File: src/rtl/fft_out_reorder_if.sv
// Stream bundle around the FFT output reorder buffer: bit-reversed FFT samples in, natural-order samples out.
// Latency: none; this file only groups wires.
// Backpressure: finish_i cannot be stalled; valid_o/ready_i handshake on the natural-order side.
// Optional port mag_o exists only when FFT_REORDER_MAG_EN is defined.
interface fft_out_reorder_if #(
    parameter int LOGN = 5,
    parameter int DW   = 18
);
    logic            finish_i;
    logic [DW-1:0]   X_r_i;
    logic [DW-1:0]   X_i_i;
    logic            valid_o;
    logic            ready_i;
    logic [DW-1:0]   Y_r;
    logic [DW-1:0]   Y_i;
    logic [LOGN-1:0] index_o;
    logic            last_o;
    logic            overflow_o;
`ifdef FFT_REORDER_MAG_EN
    logic [DW:0]     mag_o;

    modport slave (
        input  finish_i, X_r_i, X_i_i, ready_i,
        output valid_o, Y_r, Y_i, index_o, last_o, overflow_o, mag_o
    );

    modport master (
        output finish_i, X_r_i, X_i_i, ready_i,
        input  valid_o, Y_r, Y_i, index_o, last_o, overflow_o, mag_o
    );
`else
    modport slave (
        input  finish_i, X_r_i, X_i_i, ready_i,
        output valid_o, Y_r, Y_i, index_o, last_o, overflow_o
    );

    modport master (
        output finish_i, X_r_i, X_i_i, ready_i,
        input  valid_o, Y_r, Y_i, index_o, last_o, overflow_o
    );
`endif
endinterface

File: src/rtl/fft_out_reorder.sv
// Ping-pong reorder buffer: captures bit-reversed FFT frames, replays them in natural index order.
// Latency: first output valid the cycle after the last sample of a frame is captured; Y is read combinationally.
// Backpressure: ready_i stalls the replay; a sample arriving while both banks are full is dropped (sticky overflow_o).
// Optional: define FFT_REORDER_MAG_EN to add mag_o = |Y_r| + |Y_i|.
module fft_out_reorder #(
    parameter int N    = 32,
    parameter int LOGN = 5,
    parameter int DW   = 18
) (
    input  logic          clk,
    input  logic          rst,
    fft_out_reorder_if.slave bus
);
    typedef enum logic {IDLE, STREAM} state_t;

    localparam logic [LOGN-1:0] CNT_LAST = LOGN'(N - 1);

    state_t          state, state_nxt;
    logic [2*DW-1:0] mem [2][N];
    logic [1:0]      full, full_nxt;
    logic            wr_bank, rd_bank;
    logic [LOGN-1:0] wr_cnt, rd_cnt;
    logic            overflow;
    logic            wr_en, wr_done, rd_fire, rd_done;
    logic [2*DW-1:0] rd_word;
    logic [DW-1:0]   y_r, y_i;

    function automatic logic [LOGN-1:0] bitrev(input logic [LOGN-1:0] v);
        logic [LOGN-1:0] r;
        for (int i = 0; i < LOGN; i++) r[i] = v[LOGN-1-i];
        return r;
    endfunction

    // Handshake qualifiers; the write side only sees the registered full flag,
    // so a bank freed by the reader this cycle becomes writable next cycle.
    always_comb begin
        wr_en   = bus.finish_i && !full[wr_bank];
        wr_done = wr_en && (wr_cnt == CNT_LAST);
        rd_fire = (state == STREAM) && bus.ready_i;
        rd_done = rd_fire && (rd_cnt == CNT_LAST);
    end

    // Per-bank full flags: writer completion sets, reader completion clears, independently.
    always_comb begin
        full_nxt = full;
        if (wr_done) full_nxt[wr_bank] = 1'b1;
        if (rd_done) full_nxt[rd_bank] = 1'b0;
    end

    // Reader FSM; looks at next-cycle full flags so a frame completing this edge
    // streams immediately and back-to-back frames run without a bubble.
    always_comb begin
        state_nxt = state;
        case (state)
            IDLE:    if (full_nxt[rd_bank]) state_nxt = STREAM;
            STREAM:  if (rd_done) state_nxt = full_nxt[~rd_bank] ? STREAM : IDLE;
            default: state_nxt = IDLE;
        endcase
    end

    // Pointers, flags, FSM state and sticky overflow.
    always_ff @(posedge clk or posedge rst) begin
        if (rst) begin
            state    <= IDLE;
            full     <= 2'b00;
            wr_bank  <= 1'b0;
            rd_bank  <= 1'b0;
            wr_cnt   <= '0;
            rd_cnt   <= '0;
            overflow <= 1'b0;
        end else begin
            state <= state_nxt;
            full  <= full_nxt;
            if (wr_en) begin
                wr_cnt <= wr_done ? '0 : wr_cnt + 1'b1;
                if (wr_done) wr_bank <= ~wr_bank;
            end
            if (bus.finish_i && full[wr_bank]) overflow <= 1'b1;
            if (rd_fire) begin
                rd_cnt <= rd_done ? '0 : rd_cnt + 1'b1;
                if (rd_done) rd_bank <= ~rd_bank;
            end
        end
    end

    // Sample storage, written at the bit-reversed address; contents need no reset
    // because a bank is only read after a complete frame has been written to it.
    always_ff @(posedge clk) begin
        if (wr_en) mem[wr_bank][bitrev(wr_cnt)] <= {bus.X_r_i, bus.X_i_i};
    end

    // Natural-order output; data forced to zero while nothing is being offered.
    always_comb begin
        rd_word        = mem[rd_bank][rd_cnt];
        y_r            = (state == STREAM) ? rd_word[2*DW-1:DW] : '0;
        y_i            = (state == STREAM) ? rd_word[DW-1:0]    : '0;
        bus.valid_o    = (state == STREAM);
        bus.Y_r        = y_r;
        bus.Y_i        = y_i;
        bus.index_o    = rd_cnt;
        bus.last_o     = (state == STREAM) && (rd_cnt == CNT_LAST);
        bus.overflow_o = overflow;
    end

`ifdef FFT_REORDER_MAG_EN
    logic [DW-1:0] abs_r, abs_i;

    // L1 magnitude; an unsigned DW-bit magnitude holds 2^(DW-1) exactly, so no wrap.
    always_comb begin
        abs_r     = y_r[DW-1] ? (~y_r + 1'b1) : y_r;
        abs_i     = y_i[DW-1] ? (~y_i + 1'b1) : y_i;
        bus.mag_o = {1'b0, abs_r} + {1'b0, abs_i};
    end
`endif
endmodule

File: src/flat_wrapper.sv
// flat-port wrapper written by rule: the top's interface ports become plain ports
module fft_out_reorder_flat 
#(
    parameter int N    = 32,
    parameter int LOGN = 5,
    parameter int DW   = 18
)
  (clk, rst, bus_finish_i, bus_X_r_i, bus_X_i_i, bus_ready_i, bus_valid_o, bus_Y_r, bus_Y_i, bus_index_o, bus_last_o, bus_overflow_o);
  fft_out_reorder_if #(.LOGN(LOGN), .DW(DW)) bus_i ();
  input  logic clk;
  input  logic rst;
  input wire logic [$bits(bus_i.finish_i)-1:0] bus_finish_i;
  input wire logic [$bits(bus_i.X_r_i)-1:0] bus_X_r_i;
  input wire logic [$bits(bus_i.X_i_i)-1:0] bus_X_i_i;
  input wire logic [$bits(bus_i.ready_i)-1:0] bus_ready_i;
  output wire logic [$bits(bus_i.valid_o)-1:0] bus_valid_o;
  output wire logic [$bits(bus_i.Y_r)-1:0] bus_Y_r;
  output wire logic [$bits(bus_i.Y_i)-1:0] bus_Y_i;
  output wire logic [$bits(bus_i.index_o)-1:0] bus_index_o;
  output wire logic [$bits(bus_i.last_o)-1:0] bus_last_o;
  output wire logic [$bits(bus_i.overflow_o)-1:0] bus_overflow_o;
  assign bus_i.finish_i = bus_finish_i;
  assign bus_i.X_r_i = bus_X_r_i;
  assign bus_i.X_i_i = bus_X_i_i;
  assign bus_i.ready_i = bus_ready_i;
  assign bus_valid_o = bus_i.valid_o;
  assign bus_Y_r = bus_i.Y_r;
  assign bus_Y_i = bus_i.Y_i;
  assign bus_index_o = bus_i.index_o;
  assign bus_last_o = bus_i.last_o;
  assign bus_overflow_o = bus_i.overflow_o;
  fft_out_reorder #(.N(N), .LOGN(LOGN), .DW(DW)) u_core (.clk(clk), .rst(rst), .bus(bus_i));
endmodule
File: config.mk
export PLATFORM = sky130hd
export DESIGN_NAME = fft_out_reorder_flat
export DESIGN_NICKNAME = d
export VERILOG_FILES = /design/src/rtl/fft_out_reorder_if.sv /design/src/rtl/fft_out_reorder.sv /design/src/flat_wrapper.sv
export SDC_FILE = /design/constraint.sdc
export NUM_CORES = 2
export LEC_CHECK = 0
export ABC_AREA = 1
export CAP_MARGIN = 20
export CORE_AREA = 2 2 553 555
export DETAILED_ROUTE_END_ITERATION = 12
export DIE_AREA = 0 0 555 557
export PLACE_DENSITY = 0.55
export SLEW_MARGIN = 15
export SYNTH_ARGS = -nofsm -noshare
export SYNTH_HDL_FRONTEND = slang
export SYNTH_SLANG_ARGS = --single-unit
File: constraint.sdc
create_clock -name clk -period 4 [get_ports clk]
set_input_delay 0.4 -clock clk [delete_from_list [all_inputs] [get_ports clk]]
set_output_delay 0.4 -clock clk [all_outputs]
set_load 0.02 [all_outputs]
# Yosys cells after proc, flatten, opt, wreduce, memory -nomap -nowiden
# Memories as Yosys holds them, arrays and structs flattened.
# Index checks and enable logic that the tools add are counted.
[word_totals]
in_bits = 40
reg_bits = 16
n_memories = 1
mem_bits_rw = 2304
output_inout_bits = 44
wordCells = 67
[classes]
n_lt_le_gt_ge = 8
eq_ne = 2
add_sub_neg = 2
bitwise = 8
n_reduce_logical = 12
mux = 27
[mem_list]
columns = ["memory", "depth", "word_bits", "rd", "rd_ports_with_merged_regs", "write_ports", "line_no", "rtl"]
rows = [
  ["u_core.mem", 2, 1152, 1, 0, 1, "fft_out_reorder.sv:19", "logic [2*DW-1:0] mem [2][N];"],
]
[ops]
columns = ["cell", "count"]
rows = [
  ["1152-bit two-way mux", 1],
  ["36-bit binary-select mux with 5-bit select", 1],
  ["36-bit demux with 5-bit select", 1],
  ["36-bit two-way mux", 3],
  ["18-bit two-way mux", 2],
  ["6-bit greater-or-equal comparator (second input constant)", 2],
  ["1-bit two-way mux", 12],
  ["5-bit NOT with 6-bit output", 2],
  ["5-bit by 1-bit adder with 5-bit output (second input constant)", 2],
  ["5-bit == test (second input constant)", 2],
  ["5-bit two-way mux", 2],
  ["1-bit logical AND", 9],
  ["1-bit by 2-bit < comparator with 1-bit output (second input constant)", 3],
  ["6-bit by 1-bit < comparator with 1-bit output (second input constant)", 1],
  ["2-bit two-way mux", 2],
  ["2-bit AND reduction", 2],
  ["1-bit NOT", 3],
  ["2-bit bitwise AND", 1],
  ["1-bit demux with 1-bit select", 2],
  ["1-bit greater-or-equal comparator (second input constant)", 2],
  ["2-bit NOT", 1],
  ["2-bit bitwise OR", 1],
  ["1-bit one-hot mux with 2 select lines", 1],
  ["1-bit zero test", 1],
]

# Depth between registers and ports, before layout
[logic_depth]
word_depth = 13
mapped_depth = 14
depth_no_buf = 11

# Least setup slack after synthesis
# OpenSTA, ideal clock, no wires.
[synth_timing]
path_kind = "register -> register"
startpoint = "reg u_core.wr_bank"
endpoint = "mem u_core.mem[0][1000] in the netlist's numbering, enable pin"
n_path_buf = 1
required_ps = 3526
setup_ps = 474
arrival_time_ps = 3714
path_stages_with_launch = 9
path_slack_ps = -188
synth_period_minus_slack_ps = 4188
cell_sequence = "dfrtp_1 -> buf_2 -> nand2_1 -> o21ai_1 -> nor2_4 -> inv_1 -> nor3_1 -> inv_1 -> nor3_1"
[synth_via]
elab_chain_cells = 6
[synth_rtl]
columns = ["element", "line_no", "rtl"]
rows = [
  ["start: declaration", "fft_out_reorder.sv:21", "logic wr_bank, rd_bank;"],
  ["start signal: assignment", "fft_out_reorder.sv:76", "if (wr_done) wr_bank <= ~wr_bank;"],
  ["1-bit two-way mux (not written as such) (2 in a row)", "fft_out_reorder.sv:37", "wr_en = bus.finish_i && !full[wr_bank];"],
  ["1-bit zero test", "fft_out_reorder.sv:37", ""],
  ["1-bit logical AND", "fft_out_reorder.sv:37", ""],
  ["1-bit two-way mux", "fft_out_reorder.sv:89", "if (wr_en) mem[wr_bank][bitrev(wr_cnt)] <= {bus.X_r_i, bus.X_i_i};"],
  ["1152-bit two-way mux (not written as such)", "fft_out_reorder.sv:89", ""],
  ["end: declaration", "fft_out_reorder.sv:19", ""],
]
# Several ways; a longest one is shown, not always the timed one. The select of a mux whose other input is x is not followed.

# Worst setup path in the final report
[layout_timing]
startpoint = "reg u_core.rd_bank"
endpoint = "out bus_Y_i[8]"
[layout_via]
elab_chain_cells = 5
[layout_rtl]
columns = ["element", "line_no", "rtl"]
rows = [
  ["start: declaration", "fft_out_reorder.sv:21", ""],
  ["start signal: assignment", "fft_out_reorder.sv:81", "if (rd_done) rd_bank <= ~rd_bank;"],
  ["memory 2 x 1152 bit", "n/a", ""],
  ["36-bit binary-select mux with 5-bit select", "fft_out_reorder.sv:94", "rd_word = mem[rd_bank][rd_cnt];"],
  ["36-bit two-way mux (not written as such) (2 in a row)", "fft_out_reorder.sv:94", ""],
  ["18-bit two-way mux", "fft_out_reorder.sv:96", "y_i = (state == STREAM) ? rd_word[DW-1:0] : '0;"],
  ["end: declaration", "flat_wrapper.sv:18", "output wire logic [$bits(bus_i.Y_i)-1:0] bus_Y_i;"],
]
# No other way between the ends. The select of a mux whose other input is x is not followed.

==> flow_metrics.env <==
export IMPL_period_minus_slack_ps=3960
export IMPL_crit_arrival_ps=3560
export IMPL_synthTopCellsByCount="nand2_1, edfxtp_1, nand3_1"
export IMPL_setup_tns_ps=0
export IMPL_initial_core_util=0.308
export IMPL_vias_per_cell=5.18
export IMPL_cts_buffer_depth=3
export IMPL_die_y_um=557
export IMPL_synth_yosys_seq_area_share=0.744
export IMPL_fin_area_um2=110000
export IMPL_fin_ws_ps=36.3
export IMPL_start_kind="flop"
export IMPL_max_stage_delay_ps=570
export IMPL_hold_slack_ps=37.2
export IMPL_intPower_uw=46300
export IMPL_placementRows=203
export IMPL_synth_top_area_share=0.740
export IMPL_slew_viol_final=0
export IMPL_first_global_vias=58986
export IMPL_ctsHtreeMaxLevel=4
export IMPL_synth_cells=7707
export IMPL_overflow=0
export IMPL_grt_max_degree=97
export IMPL_dp_slack_ps=475
export IMPL_setup_viol=0
export IMPL_cp_common_cell="nand3_1"
export IMPL_cp_slowest_cell="dfrtp_4"
export IMPL_place_gp_congestion=0.779
export IMPL_holdCritPathClass="primary input to flop"
export IMPL_path_delay_family="simple AND/OR/NAND/NOR gates"
export IMPL_yosysUniqueCellTypes=28
export IMPL_holdPathStages=1
export IMPL_critPathKind="flop to primary output"
export IMPL_syn_area_um2=93500
export IMPL_cp_depth=13
export IMPL_synthesis_nets=7756
export IMPL_power_density_nw_per_um2=656
export IMPL_wire_per_inst_um=24.7
export IMPL_yosys_warnings=0
export IMPL_p_seq_frac=0.389
export IMPL_max_freq_mhz=252
export IMPL_grt_usage=0.188
export IMPL_cp_num_buf_inv=5
export IMPL_core_um2=304000
export IMPL_vias=62285
export IMPL_pwr_share_comb=0.319
export IMPL_swShare=0.355
export IMPL_path_clk_slew_ps=60
export IMPL_synth_area_per_cell_um2=12.1
export IMPL_synth_edf_count=2304
export IMPL_maxCapViolCount=0
export IMPL_finalPower_uw=71800
export IMPL_worstMarginPinSlew_ps=907
export IMPL_drc=0
export IMPL_final_nets=7882
export IMPL_peakVddDrop_mv=0.506
export IMPL_rsz0062_at_grt="true"
export IMPL_placed_area_um2=101000
export IMPL_io_pin_count=84
export IMPL_place_hpwl_mm=145
export IMPL_ys_ff_latch=2320
export IMPL_finalHoldViolations=0
export IMPL_die_w_um=555
export IMPL_drtAntennaViolNets=0
export IMPL_cp_max_fo=17
export IMPL_cts_sinks=2320
export IMPL_p_leak_uw=0.0379
export IMPL_ys_flop_type="edfxtp_1"
export IMPL_grt_pass1_wl_mm=424
export IMPL_path_cells="dlymetal6s2s_1 -> buf_4 -> clkinv_16 -> buf_4 -> nand2_1 -> nand3_1 -> nand3_1 -> nand3_1 -> nand3_1 -> nand3_1 -> nand2_1 -> nor2_4 -> buf_12"
export IMPL_synth_top_area_cell="edfxtp_1"
export IMPL_fin_crit_sh=0.991
export IMPL_drtPass1Iterations=6
export IMPL_cts_tree="yes"
export IMPL_ys_async_sr_fraction=0.00690
export IMPL_io_buffers=83
export IMPL_fillers=28912
export IMPL_rr_worst_depth=6
export IMPL_antenna_found_initial=22
export IMPL_root_buffer="clkbuf_16"
export IMPL_p_sw_uw=25500
export IMPL_layout_area_overhead_vs_synth_pct=17.1
export IMPL_pwr_share_clk=0.293
export IMPL_drt_iter0_markers=6927
export IMPL_clock_latency_ps=900
export IMPL_end_kind="primary output"
export IMPL_cts_made_buffers=236
export IMPL_relSlewSlack=0.395
export IMPL_worstPathRequired_ps=3600
export IMPL_drive_gt1_frac=0.105
export IMPL_finalClockSkew_ps=43.3
export IMPL_dieArea_um2=309000
export IMPL_status="finished clean"
export IMPL_synth_most_common_cell="nand2_1"
export IMPL_drt_total_wl_mm=298
export IMPL_synth_area_leaders="edfxtp_1, nand3_1, nand2_1"
## stage by stage
| stage | utilization | instances |
|---|---|---|
| final | 0.360 | 12029 |
| after global placement | 0.331 | 11545 |
| after detailed placement | 0.331 | 11545 |
| after floorplan | - | 7707 |
| after global routing | 0.360 | 12020 |
| after CTS | 0.358 | 12004 |
## placed cells by master (no fill, tap or decap), types with 4 or more instances in the layout
master           instances
o21ai_0                 49
o22ai_1                 22
ha_1                     9
bufbuf_16                7
inv_16                   4
buf_2                   22
inv_6                    8
edfxtp_1              2304
nor2_1                  95
clkinv_1                54
nand2_1               2468
dlygate4sd3_1            6
nand3_1               2022
dfrtp_4                  5
o21ai_1                  5
buf_16                  27
nor3_2                  31
buf_12                 129
dfrtp_1                  8
buf_4                  177
clkdlybuf4s50_1         11
nand2_2                 10
inv_1                   21
a31oi_1                  4
a21oi_1                 33
nor2_4                  22
diode_2                 10
clkbuf_1                59
clkinv_2                46
bufinv_16               15
clkinv_16                6
nor2_2                  31
clkbuf_16              246
nor3_4                  23
buf_6                   11
## power groups by stage
| stage | registers [uW] | clock network [uW] | logic, uW |
|---|---|---|---|
| 6_report | 27900 | 21000 | 22900 |
| 3_3_place_gp | 28400 | 0 | 21200 |
| 2_1_floorplan | 28300 | 0 | 11900 |
| 5_1_grt | 27900 | 22200 | 24500 |
| 3_5_place_dp | 28400 | 0 | 21300 |
| 4_1_cts | 27900 | 21300 | 22400 |
## final timing paths
| path | start | endpoint | slack [ps] |
|---|---|---|---|
| setup / recovery | u_core.rd_bank | bus_Y_i[8] | 40 |
| hold / removal | bus_X_i_i[12] | u_core.mem[1][408] | 40 |
| setup reg to reg | u_core.wr_bank | u_core.mem[0][446] | 1150 |
| hold reg to reg | u_core.bus.overflow_o | u_core.bus.overflow_o | 460 |
| max in group asynchronous | rst | u_core.bus.index_o[2] | 2980 |
| min in group asynchronous | rst | u_core.bus.overflow_o | 470 |
## cell type report
cell class                 instances  area (um^2)  share of cell area
sequential                      2320        69600               0.636
tap                             3997         5000              0.0457
multi-input combinational       4840        21800               0.199
timing repair buffer             401         5540              0.0506
clock inverter                   131         1120              0.0102
inverter                          29          178             0.00162
clock buffer                     296         6150              0.0562
antenna                           10         25.0            0.000229
timing repair inverter             5         88.8            0.000811
## kinds of logic (layout without fill, tap and decap cells)
group,Yosys count,count (layout),synth area share
other cells,0,10,0
compound gates,121,121,0.00692
fa+ha+maj,9,9,0.00120
xor+xnor,1,1,0.0000937
flops,2320,2320,0.744
buf+inv,547,862,0.0307
simple gates,4709,4709,0.217
## sequential cells by signal, summed over array words and instances, names as in the netlist
register	count
u_core.rd_bank	1
u_core.wr_bank	1
u_core.full	2
u_core.bus.overflow_o	1
u_core.wr_cnt	5
u_core.bus.valid_o	1
u_core.mem	2304
u_core.bus.index_o	5
## layer usage
metal,global-route usage,vias up,wire length [um]
li1,-,27761,-
met1,0.250,31362,122000
met2,0.317,2672,144000
met3,0.0261,484,22500
met4,0.0568,6,8480
met5,0,-,39
## repair_timing
action,in CTS,in global routing
pin swaps,0,1
gates cloned,15,9
endpoints found under the setup margin,36,31
setup buffers,11,3
hold buffers,6,0
resized for setup,68,66
hold endpoints to repair,88,0
Power figures use the tool's default switching activity.
